## src/rtl/handshake_constant_seq.sv

```systemverilog
// Emits BASE, BASE+STEP, ... (wrapping after PERIOD values), one value per accepted
// control token, through a two-entry skid buffer. Define HANDSHAKE_CONSTANT_SEQ_LAST_EN to add outs_last.
module handshake_constant_seq #(
  parameter int DATA_WIDTH = 32,
  parameter int BASE       = 0,
  parameter int STEP       = 1,
  parameter int PERIOD     = 4
) (
  input  logic                  clk,
  input  logic                  rst,
  input  logic                  ctrl_valid,
  output logic                  ctrl_ready,
  output logic [DATA_WIDTH-1:0] outs,
  output logic                  outs_valid,
`ifdef HANDSHAKE_CONSTANT_SEQ_LAST_EN
  output logic                  outs_last,
`endif
  input  logic                  outs_ready
);

  localparam int IDX_W = (PERIOD > 1) ? $clog2(PERIOD) : 1;
  localparam logic [IDX_W-1:0]      LAST_IDX = IDX_W'(PERIOD - 1);
  localparam logic [DATA_WIDTH-1:0] BASE_V   = DATA_WIDTH'(BASE);
  localparam logic [DATA_WIDTH-1:0] STEP_V   = DATA_WIDTH'(STEP);

  // A token is the data value, plus its last flag when that feature is built in.
`ifdef HANDSHAKE_CONSTANT_SEQ_LAST_EN
  localparam int TOK_W = DATA_WIDTH + 1;
`else
  localparam int TOK_W = DATA_WIDTH;
`endif

  logic [IDX_W-1:0]      idx_q, idx_d;
  logic [DATA_WIDTH-1:0] acc_q, acc_d;
  logic [TOK_W-1:0]      main_tok_q, main_tok_d;
  logic                  main_valid_q, main_valid_d;
  logic [TOK_W-1:0]      skid_tok_q, skid_tok_d;
  logic                  skid_valid_q, skid_valid_d;
  logic                  ctrl_ready_q, ctrl_ready_d;

  logic                  accept;
  logic                  consume;
  logic                  at_last;
  logic [TOK_W-1:0]      new_tok;

  always_comb begin
    accept  = ctrl_valid && ctrl_ready_q;
    consume = main_valid_q && outs_ready;
    at_last = (idx_q == LAST_IDX);
`ifdef HANDSHAKE_CONSTANT_SEQ_LAST_EN
    new_tok = {at_last, acc_q};
`else
    new_tok = acc_q;
`endif

    idx_d = idx_q;
    acc_d = acc_q;
    if (accept) begin
      if (at_last) begin
        idx_d = '0;
        acc_d = BASE_V;
      end else begin
        idx_d = idx_q + IDX_W'(1);
        acc_d = acc_q + STEP_V;
      end
    end

    main_tok_d   = main_tok_q;
    main_valid_d = main_valid_q;
    skid_tok_d   = skid_tok_q;
    skid_valid_d = skid_valid_q;
    // ctrl_ready is low whenever skid is full, so no accept can coincide with it.
    if (skid_valid_q) begin
      if (consume) begin
        main_tok_d   = skid_tok_q;
        skid_valid_d = 1'b0;
      end
    end else if (!main_valid_q || consume) begin
      main_valid_d = accept;
      if (accept) begin
        main_tok_d = new_tok;
      end
    end else if (accept) begin
      skid_tok_d   = new_tok;
      skid_valid_d = 1'b1;
    end

    ctrl_ready_d = !skid_valid_d;
  end

  always_ff @(posedge clk) begin
    if (rst) begin
      idx_q        <= '0;
      acc_q        <= BASE_V;
      main_tok_q   <= '0;
      main_valid_q <= 1'b0;
      skid_tok_q   <= '0;
      skid_valid_q <= 1'b0;
      ctrl_ready_q <= 1'b0;
    end else begin
      idx_q        <= idx_d;
      acc_q        <= acc_d;
      main_tok_q   <= main_tok_d;
      main_valid_q <= main_valid_d;
      skid_tok_q   <= skid_tok_d;
      skid_valid_q <= skid_valid_d;
      ctrl_ready_q <= ctrl_ready_d;
    end
  end

  assign ctrl_ready = ctrl_ready_q;
  assign outs       = main_tok_q[DATA_WIDTH-1:0];
  assign outs_valid = main_valid_q;
`ifdef HANDSHAKE_CONSTANT_SEQ_LAST_EN
  assign outs_last  = main_tok_q[DATA_WIDTH];
`endif

endmodule

```

## config.mk

```make
export PLATFORM = sky130hd
export DESIGN_NAME = handshake_constant_seq
export DESIGN_NICKNAME = d
export VERILOG_FILES = /design/src/rtl/handshake_constant_seq.sv
export SDC_FILE = /design/constraint.sdc
export NUM_CORES = 1
export LEC_CHECK = 0
export BUFFER_PORTS_ARGS = -buffer_cell sky130_fd_sc_hd__buf_4
export CORE_MARGIN = 2
export CORE_UTILIZATION = 48
export CTS_CLUSTER_DIAMETER = 40
export DETAILED_ROUTE_END_ITERATION = 7
export GPL_ROUTABILITY_DRIVEN = 0
export PLACE_DENSITY_LB_ADDON = 0.15
export SYNTH_ARGS = -nofsm -noshare
export SYNTH_HDL_FRONTEND = slang
export SYNTH_SLANG_ARGS = --single-unit
```

## constraint.sdc

```tcl
create_clock -name clk -period 2.1 [get_ports clk]
set_clock_uncertainty 0.15 [all_clocks]
set_input_delay 0.21 -clock clk [delete_from_list [all_inputs] [get_ports clk]]
set_output_delay 0.21 -clock clk [all_outputs]
set_load 0.1 [all_outputs]
```

==> run metrics, run 1 <==
outcome finished, final reports clean; Initial Util 50.0%; clk root buf clkbuf_8; FF+latch count, synth 101; Clock transition at path regs 0.10 ns; Final period util 93.0%; Chip Height 99.8 um; CTS tree done; Fin Setup TNS 0 ns; synth warn 0; First-pass DRT Iterations 4; total gr overflow 0; post-synthesis compound-gate area fraction 14.1%; HP Start outs_ready; Synth Area in Adders 0.569%; average cell area after synthesis 8.87 um2; syn_nets 502; XOR/XNOR share of the synthesized area 2.19%; critical path type reg2reg; startpoint types flip-flop; Area Growth Syn to Fin 13.9%; final net count 531; final worst slack 0.148 ns; Final Hold Slack 0.0510 ns; first-pass GRT wire length 15.3 mm; core area 8810 um2; final setup vio count 0; number of synthesized flops with an enable pin 0; Max H-tree Level 3; pwr/cell area 788 nW/um2; Worst R2R Start acc_q[6]$_SDFFE_PP0P_; Post-synth ARST share 0%; Clock Latency Late Sink 0.36 ns; Die X 99.8 um; Rel. slew slack 57.2%; clock sink count 101; Cell Rows 34; reg2reg path depth 4; RSZ-0062 raised after global routing false; share of layout cells above drive strength 1 18.9%; largest family of logic cells by synthesized area simple AND/OR/NAND/NOR gates; post-CTS setup repair buffer count 0; reg-to-reg endpoint acc_q[23]$_SDFFE_PP0P_; register area share after synthesis 45.9%; final core occ 56.9%; wire per inst 14.3 um; cell count after synthesis 496; hold path endpoint skid_valid_q$_SDFF_PP0_; dpl ws 0.0522 ns; vias per cell 5.54; total wire length 9.12 mm; CP Data Required Time 2.22 ns; initial antenna violation count 0; main flop type after synthesis dfxtp_1; Longest Clk Path Bufs 2; simple-gate share of the synthesized area 23.6%; routed vias 3534; crit path DAT 2.07 ns; Fmax 512 MHz; IO Count 38; max-slew violations 0; antenna cells 0; most common cell after layout, fill and taps aside dfxtp_1; DPL Wire Length 5.89 mm; minimum setup slack among reg-to-reg paths 0.15 ns; VDD IR-drop max 0.000410 V; DIE AREA 9950 um2; most frequent cells in the layout 98 x dfxtp_1, 87 x nand2_1, 55 x buf_4, 50 x nor2_1, 49 x a21oi_1; Antenna Nets Post-Route 0; Hold Path Depth 3; MaxCap Viol Count 0; worst min path class in2reg; crit path time final 1.95 ns; DRC Markers 0; post-synthesis mux area share 8.64%; Worst Tran Pin Value 0.642 ns; Worst Setup End Kind flip-flop; Final Hold Vio Count 0; Cell variety after synth 39; Netlist Area Pre-Place 4400 um2; critical path fanouts, max 19; P_leak 1.70 nW; vias in the first global route 3302; Iteration-0 DRC Markers 174; Total Routing Usage GR 18.8%; largest net degree at the start of global routing 65; port buffer count 37; CTS Buf Count 9; Tot Pwr 3.95 mW
==> state kept, by name, summed over array words and instances, names as in the netlist <==
register	cells
acc_q	32
ctrl_ready	1
idx_q	2
outs	32
outs_valid	1
skid_tok_q	32
skid_valid_q	1
==> area by class of cell <==
type                    count  area [um2]
fillers                   795        3790
well taps                 108         135
inverters                   3        11.3
repair buffers             57         453
multi-input cells         353        2180
flip-flops and latches    101        2030
clock buffers              11         151
clock inverters             5        58.8
==> per-stage QoR <==
step / instance area, um2 / cells
floorplan: 4400 / 496
global placement: 4790 / 621
detailed placement: 4790 / 621
CTS: 5000 / 637
global route: 5010 / 638
finish: 5010 / 638
==> cell families after synthesis <==
family / after synthesis
adder cells (fa/ha/maj): 2
AND/OR/NAND/NOR: 201
buffers and inverters: 43
multiplexers: 38
AO/OA/AOI/OAI: 100
flip-flops: 101
XOR/XNOR: 11
==> report_power, final <==
part           switching, mW  internal, mW
Combinational          0.523         0.142
Sequential            0.0356          1.97
Clock                  0.659         0.616
Total                   1.22          2.73
==> repair_timing <==
item / 4_1_cts / 5_1_grt
gates resized for setup: 0 / 1
endpoints found under the setup margin: 0 / 7
hold buffers: 0 / 0
==> Yosys cell counts (6+ instances only) <==
library cell / instances / area, um2
clkbuf_1: 15 / 56.3
nand4_1: 7 / 43.8
nand3_1: 9 / 45.0
or2_2: 6 / 37.5
nor4_2: 7 / 87.6
buf_2: 15 / 75.1
and4_1: 7 / 61.3
mux2i_1: 38 / 380
a21oi_1: 49 / 245
o31ai_1: 7 / 52.6
nand2_1: 87 / 327
nor2_1: 50 / 188
xor2_1: 8 / 70.1
a211oi_1: 32 / 240
dfxtp_1: 101 / 2020
or4_1: 7 / 52.6
==> critical path: stages, from the launching register on <==
cell	delay, ns
dfxtp_1	0.39
and4_2	0.37
nand4_4	0.29
or4_1	0.49
a21oi_1	0.16
==> per-layer routing <==
metal | global-route usage [%] | share of wire, %
met1 | 22.7 | 46
met2 | 34.1 | 50
met3 | 4.08 | 3.6
met4 | 4.43 | 0.71
met5 | 0 | 0
==> worst max-delay path by stage <==
| stage | start | to | slack [ns] | cells past startpoint |
|---|---|---|---|---|
| 5_1_grt | acc_q[6]$_SDFFE_PP0P_ | acc_q[23]$_SDFFE_PP0P_ | 0.00006 | 4 |
| 3_5_place_dp | acc_q[9]$_SDFFE_PP0P_ | acc_q[23]$_SDFFE_PP0P_ | 0.05 | 4 |
| 2_1_floorplan | ctrl_ready$_SDFF_PP0_ | acc_q[26]$_SDFFE_PP0P_ | 0.07 | 6 |
| 6_report | acc_q[6]$_SDFFE_PP0P_ | acc_q[23]$_SDFFE_PP0P_ | 0.15 | 4 |
| 3_3_place_gp | acc_q[9]$_SDFFE_PP0P_ | acc_q[20]$_SDFFE_PP0P_ | 0.14 | 4 |
| 4_1_cts | acc_q[9]$_SDFFE_PP0P_ | acc_q[23]$_SDFFE_PP0P_ | 0.009 | 4 |
(Power assumes the default switching activity.)
==> run 2: changes to the inputs <==
Settings changed: PLACE_DENSITY set to 0.65, PLACE_DENSITY_LB_ADDON 0.15 to unset.
==> run metrics, run 2 (synthesized netlist as in run 1, its figures left out) <==
RSZ-0062 raised after global routing false; clk root buf clkbuf_8; share of layout cells above drive strength 1 19.7%; Final Hold Vio Count 0; minimum setup slack among reg-to-reg paths 0.15 ns; vias in the first global route 3336; DIE AREA 9950 um2; reg2reg path depth 5; Worst Tran Pin Value 0.395 ns; Fillers 838; pwr/cell area 798 nW/um2; final worst slack 0.148 ns; critical path type reg2reg; HP Start outs_ready; P_leak 1.74 nW; Clock Latency Late Sink 0.36 ns; largest net degree at the start of global routing 37; Worst Setup End Kind flip-flop; DRC Markers 0; Hold Path Depth 4; crit path time final 1.95 ns; final setup vio count 0; vias per cell 5.55; routed vias 3582; CP max stage delay 0.52 ns; Cell Rows 34; Max H-tree Level 3; dpl ws 0.0950 ns; port buffer count 37; first-pass GRT wire length 15.2 mm; wire per inst 13.9 um; outcome finished, final reports clean; startpoint types flip-flop; CTS tree done; post-CTS setup repair buffer count 0; Fin Setup TNS 0 ns; Antenna Nets Post-Route 0; Critical path origin acc_q[0]$_SDFFE_PP0P_; hold path endpoint outs_valid$_SDFFE_PP0P_; Fmax 512 MHz; VDD IR-drop max 0.000483 V; Chip Height 99.8 um; IO Count 38; clock sink count 101; slowest CP cell or4_1; Resized cells post-CTS 0; CP Data Required Time 2.24 ns; Rel. slew slack 73.6%; DPL Wire Length 6.30 mm; critical path fanouts, max 15; final net count 538; MaxCap Viol Count 0; Final Hold Slack 0.0344 ns; most common cell after layout, fill and taps aside dfxtp_1; Final period util 93.0%; Iteration-0 DRC Markers 167; worst min path class in2reg; CP Cell Sequence ha_1 -> and4_1 -> nand3_4 -> or4_1 -> a21oi_1; Total Routing Usage GR 18.6%; Longest Clk Path Bufs 2; most frequent cells in the layout 98 x dfxtp_1, 87 x nand2_1, 63 x buf_4, 50 x nor2_1, 49 x a21oi_1; CTS Buf Count 9; Initial Util 50.0%; max-slew violations 0; Buf/Inv on CP 0; reg-to-reg endpoint acc_q[20]$_SDFFE_PP0P_; Area Growth Syn to Fin 15.1%; total gr overflow 0; total wire length 8.99 mm; Die X 99.8 um; First-pass DRT Iterations 4; Post-CTS Hold Fix Bufs 0; top cell family by delay on the critical path simple AND/OR/NAND/NOR gates; Clock transition at path regs 0.09 ns; initial antenna violation count 0; antenna cells 0; Worst R2R Start acc_q[0]$_SDFFE_PP0P_; core area 8810 um2; crit path DAT 2.09 ns
==> run 2: per-layer routing <==
layer / wire (um) / global-route usage, % / up-vias
met5: 0 / 0 / -
met4: 82 / 5.27 / 0
met3: 294 / 3.79 / 8
met2: 4430 / 31.7 / 47
met1: 4180 / 23.9 / 1700
li1: - / - / 1827
==> run 2: stage by stage <==
step	instances	instance area, um2	power (mW)	util (%)
floorplan	496	4400	2.59	-
detailed placement	628	4830	2.73	54.8
global route	645	5070	4.21	57.5
CTS	644	5050	4.09	57.4
global placement	628	4830	2.72	54.8
finish	645	5070	4.05	57.5
==> run 2: worst max path at each step <==
stage	end	cells past startpoint	slack, ns
finish	acc_q[20]$_SDFFE_PP0P_	5	0.15
floorplan	acc_q[26]$_SDFFE_PP0P_	6	0.07
detailed placement	acc_q[17]$_SDFFE_PP0P_	4	0.09
global route	acc_q[20]$_SDFFE_PP0P_	5	0.02
global placement	acc_q[21]$_SDFFE_PP0P_	4	0.15
CTS	acc_q[20]$_SDFFE_PP0P_	4	0.06
==> run 2: area by class of cell <==
| type | count | area, um2 | area share (%) |
|---|---|---|---|
| Multi-Input combinational cell | 353 | 2180 | 43.0 |
| Sequential cell | 101 | 2030 | 40.0 |
| Timing Repair Buffer | 64 | 493 | 9.73 |
| Clock buffer | 11 | 141 | 2.79 |
| Tap cell | 108 | 135 | 2.67 |
| Clock inverter | 5 | 83.8 | 1.65 |
| Inverter | 3 | 11.3 | 0.222 |
==> run 2: report_power, final <==
group          total [mW]  internal, mW  switching (mW)  leakage (nW)
registers            2.01          1.97          0.0346         0.820
clock network        1.37         0.707           0.663         0.106
logic               0.669         0.146           0.523         0.815
==> run 2: worst register-to-register path: stages (launching register included) <==
cell     delay (ns)
dfxtp_1        0.41
ha_1           0.20
and4_1         0.26
nand3_4        0.19
or4_1          0.53
a21oi_1        0.15
==> run 3: changes to the inputs <==
Settings changed: CELL_PAD_IN_SITES_DETAIL_PLACEMENT set to 1, CELL_PAD_IN_SITES_GLOBAL_PLACEMENT set to 1, CORE_UTILIZATION 48 to 45, PLACE_DENSITY 0.65 to 0.78.
==> run metrics, run 3 (synthesized netlist as in run 1, its figures left out) <==
outcome finished, final reports clean; Max H-tree Level 3; DRC Markers 0; total gr overflow 0; Cell Rows 36; Die X 103 um; most frequent cells in the layout 98 x dfxtp_1, 87 x nand2_1, 63 x buf_4, 50 x nor2_1, 49 x a21oi_1; Reg power frac 52.2%; Tot Pwr 3.85 mW; Total Routing Usage GR 21.3%; critical path fanouts, max 14; initial antenna violation count 0; Antenna Nets Post-Route 0; max-slew violations 0; Int Power 2.64 mW; vias per cell 5.46; MaxCap Viol Count 0; first-pass GRT wire length 17.6 mm; Initial Util 45.7%; Clock Latency Late Sink 0.36 ns; CTS tree done; IO Count 38; DPL Wire Length 6.85 mm; Chip Height 103 um; startpoint types flip-flop; CP Data Required Time 2.24 ns; First-pass DRT Iterations 4; largest net degree at the start of global routing 69; vias in the first global route 3714; routed vias 3654; core area 9640 um2; wire per inst 16.0 um; Worst Tran Pin Value 0.734 ns; antenna cells 0; clock sink count 101; Final Hold Vio Count 0; final setup vio count 0; Clock transition at path regs 0.09 ns; Clock power frac 30.5%; P_leak 1.72 nW; crit path DAT 2.10 ns; crit path time final 1.96 ns; CTS Buf Count 9; share of layout cells above drive strength 1 20.0%; Final period util 93.2%; DIE AREA 10600 um2; critical path type reg2reg; Comb power frac 17.3%; Post-CTS Hold Fix Bufs 0; Fillers 1179; Area Growth Syn to Fin 15.0%; Rel. slew slack 51.0%; most common cell after layout, fill and taps aside dfxtp_1; VDD IR-drop max 0.000412 V; Fmax 511 MHz; Net Sw Frac 31.6%; worst min path class in2reg; Worst Setup End Kind flip-flop; total wire length 10.7 mm; pwr/cell area 761 nW/um2; Longest Clk Path Bufs 2; port buffer count 37; Net Switching 1.22 mW; Final Hold Slack 0.0483 ns; final net count 538; clk root buf clkbuf_8; Iteration-0 DRC Markers 174
-- run 3: cell type report --
| cell class | instances | area, um2 | area share [%] |
|---|---|---|---|
| inverter | 3 | 11.3 | 0.223 |
| clock buffer | 12 | 165 | 3.26 |
| tap | 133 | 166 | 3.29 |
| sequential | 101 | 2030 | 40.0 |
| timing repair buffer | 64 | 493 | 9.74 |
| clock inverter | 3 | 20.0 | 0.396 |
| multi-input combinational | 353 | 2180 | 43.1 |
-- run 3: timing repair --
| action | in CTS | in global routing |
|---|---|---|
| resized for setup | 0 | 2 |
| endpoints found under the setup margin | 0 | 10 |
| buffers inserted | 0 | 5 |
-- run 3: stage by stage --
stage               TNS (ns)  std cells  setup slack [ns]  instance area [um2]  utilization (%)
finish                     0        669             0.142                 5060             52.5
detailed placement         0        648            0.0581                 4820             50.0
CTS                        0        663            0.0299                 5010             51.9
floorplan                  0        496            0.0667                 4400                -
global route         -0.0333        669           -0.0121                 5060             52.5
global placement           0        648             0.144                 4820             50.0
-- run 3: final timing paths --
check,from,to,slack [ns],cells after the start
worst min register to register,skid_tok_q[22]$_SDFFE_PP0P_,skid_tok_q[22]$_SDFFE_PP0P_,0.31,2
worst max-delay path,acc_q[0]$_SDFFE_PP0P_,acc_q[14]$_SDFFE_PP0P_,0.14,6
worst min-delay path,outs_ready,skid_valid_q$_SDFF_PP0_,0.05,3
worst max register to register,acc_q[0]$_SDFFE_PP0P_,acc_q[14]$_SDFFE_PP0P_,0.14,6
-- run 3: layer usage --
metal | track usage (%) | vias up | wire length (um)
met2 | 40.6 | 37 | 5670
li1 | - | 1816 | -
met4 | 4.86 | 0 | 85
met1 | 24.4 | 1795 | 4650
met5 | 0 | - | 0
met3 | 4.07 | 6 | 282
-- run 3: power groups by stage --
stage	Combinational, mW	Sequential, mW	Clock (mW)
2_1_floorplan	0.163	2.43	0
3_3_place_gp	0.664	2.05	0
3_5_place_dp	0.673	2.05	0
4_1_cts	0.675	2.01	1.21
5_1_grt	0.702	2.02	1.29
6_report	0.667	2.01	1.17
-- run 3: critical path: stages (launching register included) --
cell and delay (ns):
dfxtp_1 0.41, ha_1 0.19, and4_2 0.27, nand3_4 0.19, buf_4 0.21, or3_1 0.34, a21oi_1 0.14
